--- src/rtl/lector_temperatura.sv ---
// lector_temperatura
//   Periodically reads an N-bit unsigned temperature sample from an SPI-style
//   sensor (mode 0, MSB first) and derives fan/alarm request flags with
//   hysteresis. Each completed reading is announced by a one-cycle pulse on
//   lectura. Every output comes straight from a flop.
//
// Ports
//   clk           system clock
//   rst           asynchronous reset, active low
//   en            enables periodic readings
//   miso          sensor serial data
//   sclk          sensor serial clock (clk / (2*DIV))
//   cs_n          sensor chip select, active low
//   temp          last completed sample
//   ac_ventilador fan request flag
//   ac_alarma     alarm request flag
//   lectura       one-cycle pulse: temp and flags just updated
//   ocupado       high while a reading is in progress
//
// state    | meaning
// ---------+---------------------------------------------------------
// IDLE     | cs_n high; gap counter runs down; start when en and gap=0
// CS_SETUP | cs_n low for DIV cycles before the first sclk period
// SHIFT    | N sclk periods (DIV low, DIV high); capture on rising sclk
// DONE     | one cycle: lectura high, temp and flags just loaded
module lector_temperatura #(
    parameter int N             = 8,
    parameter int DIV           = 2,
    parameter int GAP           = 16,
    parameter int UMBRAL_VENT   = 30,
    parameter int UMBRAL_ALARMA = 45,
    parameter int HIST          = 2
) (
    input  logic         clk,
    input  logic         rst,
    input  logic         en,
    input  logic         miso,
    output logic         sclk,
    output logic         cs_n,
    output logic [N-1:0] temp,
    output logic         ac_ventilador,
    output logic         ac_alarma,
    output logic         lectura,
    output logic         ocupado
);

    localparam int CW = (DIV > 1) ? $clog2(DIV) : 1;
    localparam int GW = (GAP > 1) ? $clog2(GAP + 1) : 1;
    localparam int BW = (N > 1) ? $clog2(N) : 1;

    localparam logic [CW-1:0] CNT_LOAD  = CW'(DIV - 1);
    localparam logic [GW-1:0] GAP_LOAD  = GW'(GAP);
    localparam logic [BW-1:0] BIT_LAST  = BW'(N - 1);
    localparam logic [N-1:0]  SET_VENT  = N'(UMBRAL_VENT);
    localparam logic [N-1:0]  CLR_VENT  = N'(UMBRAL_VENT - HIST);
    localparam logic [N-1:0]  SET_ALARM = N'(UMBRAL_ALARMA);
    localparam logic [N-1:0]  CLR_ALARM = N'(UMBRAL_ALARMA - HIST);

    typedef enum logic [1:0] {IDLE, CS_SETUP, SHIFT, DONE} state_t;

    state_t        state_q, state_d;
    logic [CW-1:0] cnt_q, cnt_d;
    logic [GW-1:0] gap_q, gap_d;
    logic [BW-1:0] bit_q, bit_d;
    logic [N-1:0]  sh_q, sh_d;
    logic [N-1:0]  temp_q, temp_d;
    logic          sclk_q, sclk_d;
    logic          cs_n_q, cs_n_d;
    logic          vent_q, vent_d;
    logic          alarm_q, alarm_d;
    logic          lectura_q, lectura_d;
    logic          ocupado_q, ocupado_d;

    always_ff @(posedge clk or negedge rst) begin
        if (!rst) begin
            state_q   <= IDLE;
            cnt_q     <= '0;
            gap_q     <= '0;
            bit_q     <= '0;
            sh_q      <= '0;
            temp_q    <= '0;
            sclk_q    <= 1'b0;
            cs_n_q    <= 1'b1;
            vent_q    <= 1'b0;
            alarm_q   <= 1'b0;
            lectura_q <= 1'b0;
            ocupado_q <= 1'b0;
        end else begin
            state_q   <= state_d;
            cnt_q     <= cnt_d;
            gap_q     <= gap_d;
            bit_q     <= bit_d;
            sh_q      <= sh_d;
            temp_q    <= temp_d;
            sclk_q    <= sclk_d;
            cs_n_q    <= cs_n_d;
            vent_q    <= vent_d;
            alarm_q   <= alarm_d;
            lectura_q <= lectura_d;
            ocupado_q <= ocupado_d;
        end
    end

    always_comb begin
        state_d   = state_q;
        cnt_d     = cnt_q;
        gap_d     = gap_q;
        bit_d     = bit_q;
        sh_d      = sh_q;
        temp_d    = temp_q;
        sclk_d    = sclk_q;
        cs_n_d    = cs_n_q;
        vent_d    = vent_q;
        alarm_d   = alarm_q;
        lectura_d = 1'b0;
        ocupado_d = ocupado_q;

        case (state_q)
            IDLE: begin
                cs_n_d = 1'b1;
                sclk_d = 1'b0;
                if (gap_q != '0) begin
                    gap_d = gap_q - GW'(1);
                end else if (en) begin
                    state_d   = CS_SETUP;
                    cs_n_d    = 1'b0;
                    ocupado_d = 1'b1;
                    cnt_d     = CNT_LOAD;
                end
            end
            CS_SETUP: begin
                if (cnt_q == '0) begin
                    state_d = SHIFT;
                    cnt_d   = CNT_LOAD;
                    bit_d   = '0;
                end else begin
                    cnt_d = cnt_q - CW'(1);
                end
            end
            SHIFT: begin
                if (cnt_q != '0) begin
                    cnt_d = cnt_q - CW'(1);
                end else if (!sclk_q) begin
                    // This edge raises sclk; the sensor's bit has been stable
                    // since the previous falling edge.
                    sclk_d = 1'b1;
                    sh_d   = {sh_q[N-2:0], miso};
                    cnt_d  = CNT_LOAD;
                end else if (bit_q == BIT_LAST) begin
                    state_d   = DONE;
                    sclk_d    = 1'b0;
                    cs_n_d    = 1'b1;
                    lectura_d = 1'b1;
                    temp_d    = sh_q;
                    if (sh_q >= SET_VENT) vent_d = 1'b1;
                    else if (sh_q < CLR_VENT) vent_d = 1'b0;
                    if (sh_q >= SET_ALARM) alarm_d = 1'b1;
                    else if (sh_q < CLR_ALARM) alarm_d = 1'b0;
                end else begin
                    sclk_d = 1'b0;
                    bit_d  = bit_q + BW'(1);
                    cnt_d  = CNT_LOAD;
                end
            end
            DONE: begin
                state_d   = IDLE;
                gap_d     = GAP_LOAD;
                ocupado_d = 1'b0;
            end
            default: begin
                state_d = IDLE;
            end
        endcase
    end

    assign sclk          = sclk_q;
    assign cs_n          = cs_n_q;
    assign temp          = temp_q;
    assign ac_ventilador = vent_q;
    assign ac_alarma     = alarm_q;
    assign lectura       = lectura_q;
    assign ocupado       = ocupado_q;

endmodule

--- config.mk ---
export PLATFORM = sky130hd
export DESIGN_NAME = lector_temperatura
export DESIGN_NICKNAME = d
export VERILOG_FILES = /design/src/rtl/lector_temperatura.sv
export SDC_FILE = /design/constraint.sdc
export NUM_CORES = 1
export LEC_CHECK = 0
export BUFFER_PORTS_ARGS = -buffer_cell sky130_fd_sc_hd__buf_2
export CAP_MARGIN = 30
export CORE_AREA = 2 2 81 64
export CTS_CLUSTER_DIAMETER = 80
export CTS_CLUSTER_SIZE = 40
export DETAILED_ROUTE_END_ITERATION = 7
export DIE_AREA = 0 0 83 66
export GPL_ROUTABILITY_DRIVEN = 0
export GPL_TIMING_DRIVEN = 0
export PLACE_DENSITY = 0.56
export SLEW_MARGIN = 15
export SYNTH_ARGS = -nofsm -noshare
export SYNTH_HDL_FRONTEND = slang
export SYNTH_SLANG_ARGS = --single-unit
--- constraint.sdc ---
create_clock -name clk -period 4.9 [get_ports clk]
set_input_delay 0.735 -clock clk [delete_from_list [all_inputs] [get_ports clk]]
set_output_delay 0.735 -clock clk [all_outputs]
set_load 0.02 [all_outputs]
== Word level (Yosys, flattened, before mapping) ==
Cells that the tools add are included.

* Magnitude comparators: 4
* Bitwise operators: 2
* Equality and inequality tests: 12
* Reductions and logical operators: 19
* Mux-type cells: 39
* $add $sub $neg: 3

{| class="wikitable"
|+ Operators with widths
! kind !! count
|-
| 2-to-1 mux 1 bit || 21
|-
| != test 2 bit, second input constant || 8
|-
| AND reduction 5 bit || 3
|-
| 2-to-1 mux 2 bit || 6
|-
| 2-to-1 mux 3 bit || 4
|-
| one-hot mux 5 bit (2 select lines) || 1
|-
| nonzero test 2 bit || 5
|-
| AND reduction 3 bit || 3
|-
| greater-or-equal comparator 8 x 5 -> 1 bit, second input constant || 1
|-
| greater-or-equal comparator 8 x 6 -> 1 bit, second input constant || 1
|-
| less-than comparator 8 x 5 -> 1 bit, second input constant || 1
|-
| less-than comparator 8 x 6 -> 1 bit, second input constant || 1
|-
| one-hot mux 2 bit (4 select lines) || 1
|-
| AND reduction 4 bit || 2
|-
| one-hot mux 1 bit (2 select lines) || 3
|-
| one-hot mux 3 bit (2 select lines) || 1
|-
| AND reduction 6 bit || 1
|-
| 2-to-1 mux 5 bit || 1
|-
| nonzero test 5 bit || 1
|-
| subtractor 5 x 1 -> 5 bit, second input constant || 1
|-
| == test 2 bit, second input constant || 2
|-
| AND reduction 2 bit || 2
|-
| adder 3 x 1 -> 3 bit, second input constant || 1
|-
| == test 3 bit, second input constant || 1
|-
| other kinds (6) || 7
|}

* Word-level logic and storage cells: 91
* Bits of input ports: 4
* Output and inout bits: 14
* Register bits: 33

== Logic depth before layout (Yosys ltp) ==
* Depth in word-level cells: 5
* Gate-level depth with buffers: 8
* Gate-level depth less buffers: 6

== Worst setup path before layout ==
OpenSTA, ideal clock, no wires.

* Path kind: reg-to-reg
* Start point: register state_q[0]
* End point: register gap_q[3]
* Path buffers: 0
* Setup time: 0.078 ns
* Data arrival time: 1.547 ns
* Setup slack: 3.275 ns
* Stages on the path, launching flop included: 6
* Period minus slack after synthesis: 1.625 ns
* Data required time: 4.822 ns
* Path through: dfrtp_1 -> inv_1 -> ha_1 -> or4b_1 -> or3_1 -> a21oi_1

* Cells in the longest elaborated chain, start to end: 3
* Elaborated cells on any way between the ends: 6
* Those cells by class: eq/ne (2); mux (1); reduce/logical (3)

{| class="wikitable"
|+ Ends and longest elaborated chain
! what !! RTL line !! text
|-
| start: declaration || 61 || <nowiki>state_t state_q, state_d;</nowiki>
|-
| start signal: assignment || 89 || <nowiki>state_q <= state_d;</nowiki>
|-
| logical NOT 2 bit or == test 2 bit (tied branches) || 118 || <nowiki>case (state_q)</nowiki>
|-
| != test 2 bit (no source line) or nonzero test 2 bit (tied branches) || n/a ||
|-
| AND reduction 2 bit (no source line) || n/a ||
|-
| end signal: assignment || 91 || <nowiki>gap_q <= gap_d;</nowiki>
|-
| end: declaration || 63 || <nowiki>logic [GW-1:0] gap_q, gap_d;</nowiki>
|}

Parallel ways exist; a longest one is shown, timed or not.
A chain may end at the register's enable or synchronous reset.

== Worst setup path in the final report ==
* Start point: register gap_q[0]
* End point: register state_q[1]

* Cells in the longest elaborated chain, start to end: 3

{| class="wikitable"
|+ Ends and longest elaborated chain
! what !! RTL line !! text
|-
| nonzero test 5 bit || 122 || <nowiki>if (gap_q != '0) begin</nowiki>
|-
| != test 2 bit (no source line) || n/a ||
|-
| AND reduction 6 bit (no source line) || n/a ||
|}

No other way between the ends.

==> results_dict.tcl <==
set metrics [dict create \
    grt_start_max_net_pins 34 \
    yosys_warnings 0 \
    tns_ns 0 \
    hold_class "reg2reg" \
    fmax_mhz 551 \
    ctsResizeCount 0 \
    skew_ns 0.00431 \
    finalMaxSlewViolations 0 \
    outcome "finished, final reports clean" \
    final_antenna_net_count 0 \
    drive_above_1_share 0.249 \
    synth.area.top_cells "dfrtp_1 50%, mux2_2 7.1%, nand2_1 7.1%" \
    required_ns 5.07 \
    overflow 0 \
    yosysTopAreaCellShare 0.504 \
    end_kind "flip-flop" \
    cts_root_buf "clkbuf_8" \
    via_count 1159 \
    drtIter0Drc 49 \
    cts_tree "done" \
    synth_nets 159 \
    layout_commonest_cell "dfrtp_1" \
    fin_crit_sh 0.371 \
    worst_pin_slew_ns 0.712 \
    final_cell_mix "32 x dfrtp_1, 30 x nand2_1, 19 x buf_2" \
    min_period_ns 1.82 \
    wl_mm 2.97 \
    setup_viol 0 \
    ys_ff_latch 33 \
    start_kind "flip-flop" \
    area_delta_synth_final_pct 17.4 \
    die_x_microns 83 \
    synth_cells 148 \
    cts.hold.buffers_added 0 \
    grt_pass1_wl_mm 5.35 \
    final_cells 233 \
    cp_max_fo 8 \
    syn_area_sq_mm 0.00159 \
    cts.sinks 33 \
    ioPinCount 18 \
    powerDensity_mw_per_mm2 308 \
    dieHeight_microns 66 \
    relSlewSlack 0.526 \
    critPathKind "reg2reg" \
    initial_core_util 0.338 \
    grt_antenna_before_repair 0 \
    via_per_inst 4.97 \
    rsz0062_at_grt "false" \
    syn_avg_cell_area_sq_um 10.7 \
    power.static_leakage_uw 0.000852 \
    port_buffers 17 \
    dp_hpwl_mm 2.19 \
    cts-buffers-inserted 5 \
    dp.cells 225 \
    synth.distinct_cells 37 \
    dr.pass1.iters 4 \
    synth_seq_area_share 0.520 \
    htreeDepth 2 \
    peakVddDrop_v 0.000105 \
    placementRows 22 \
    dieArea_sq_mm 0.00548 \
    cts.clk_slew.worst_paths_ns 0.07 \
    insertedDiodeCount 0 \
    nNetsFinal 183 \
    final_hold_viol_count 0 \
    clock_latency_ns 0.28 \
    drc 0 \
    grt_usage 0.125 \
    drv_cap 0 \
    cp.arrival_ns 1.99 \
    synth_top_cell_by_area "dfrtp_1" \
    grt_pass1_vias 1200 \
    post_cts.repair.setup_buffers 0 \
    coreArea_sq_mm 0.00471 \
    wl_per_cell_microns 12.7 \
    clockBufferDepth 2 \
]
-- through the flow --
stage	hold slack, ns	worst slack [ns]	util	cell area [sq um]	total power [uW]
after floorplan	0.439	3.28	-	1590	304
after global placement	0.458	3.17	0.372	1750	317
after detailed placement	0.457	3.08	0.372	1750	318
after CTS	0.474	3.08	0.396	1870	584
after global routing	0.504	2.93	0.396	1870	600
final	0.468	3.08	0.396	1870	575
-- logic make-up after synthesis --
group,Yosys count,synth area share
xor+xnor,1,0.00551
simple gates,54,0.173
fa+ha+maj,7,0.0551
flops,33,0.520
buf+inv,12,0.0346
compound gates,30,0.131
mux,11,0.0803
-- where the power goes --
| group | total [uW] | internal [uW] | switching (uW) |
|---|---|---|---|
| Clock | 263 | 166 | 97.4 |
| Combinational | 25.0 | 8.98 | 16.0 |
| Sequential | 287 | 280 | 6.61 |
-- worst max-delay path, cell delays in order, from the launching register on --
cell and delay (ns):
dfrtp_1 0.39, inv_1 0.09, ha_1 0.18, nor4b_4 0.42, nand2_2 0.16, o2bb2ai_2 0.17
mux2_4 0.30
-- final timing paths --
kind	from	endpoint	slack (ns)	cells past startpoint
worst max-delay path	gap_q[0]	state_q[1]	3.08	6
min in group asynchronous	rst	gap_q[1]	0.50	1
worst min-delay path	temp[4]	temp[4]	0.47	2
max in group asynchronous	rst	sh_q[6]	3.94	1
worst min register to register	temp[4]	temp[4]	0.47	2
worst max register to register	gap_q[0]	state_q[1]	3.08	6
-- layout make-up --
class                      count  area (sq um)
sequential                    33           827
clock buffer                   7          86.3
tap                           60          75.1
buffer                         6          32.5
multi-input combinational    103           707
fill                         466          2840
clock inverter                 1          30.0
timing repair buffer          17          85.1
inverter                       6          22.5
-- routing by layer --
layer  global-route usage  vias to the layer above  wire length (microns)
li1                     -                      569                      -
met5                    0                        -                      0
met4               0.0615                        0                     68
met3               0.0400                        6                     99
met1                0.142                      566                   1320
met2                0.218                       18                   1480
-- synthesized netlist by cell type --
library cell  instances
o2bb2ai_2             1
nand2b_1              3
nor2_1                6
xnor2_1               1
dfrtp_1              32
or4b_1                1
nor4_1                1
buf_2                 2
clkbuf_1              3
buf_6                 1
nor3_1                2
o211ai_1              1
nand4_1               1
a21oi_1               6
a221o_1               1
or3_1                 1
o21ai_0               7
o21ai_1               1
a31oi_1               2
a211oi_1              1
o22a_1                1
nand2_2               1
a22oi_1               1
mux2_2               10
nor2b_1               1
a22o_1                6
inv_1                 6
nor4b_4               1
nand3_1               4
o32ai_1               1
nand2_1              30
mux2_4                1
a21boi_0              1
nor3b_4               1
or4_1                 1
ha_1                  7
dfstp_2               1
-- sequential cells by signal, summed over array words and instances (netlist names) --
name / count
temp: 8
cnt_q: 1
ocupado: 1
ac_alarma: 1
bit_q: 3
lectura: 1
cs_n: 1
gap_q: 5
state_q: 2
sh_q: 8
ac_ventilador: 1
sclk: 1
Power figures use the tool's default switching activity.
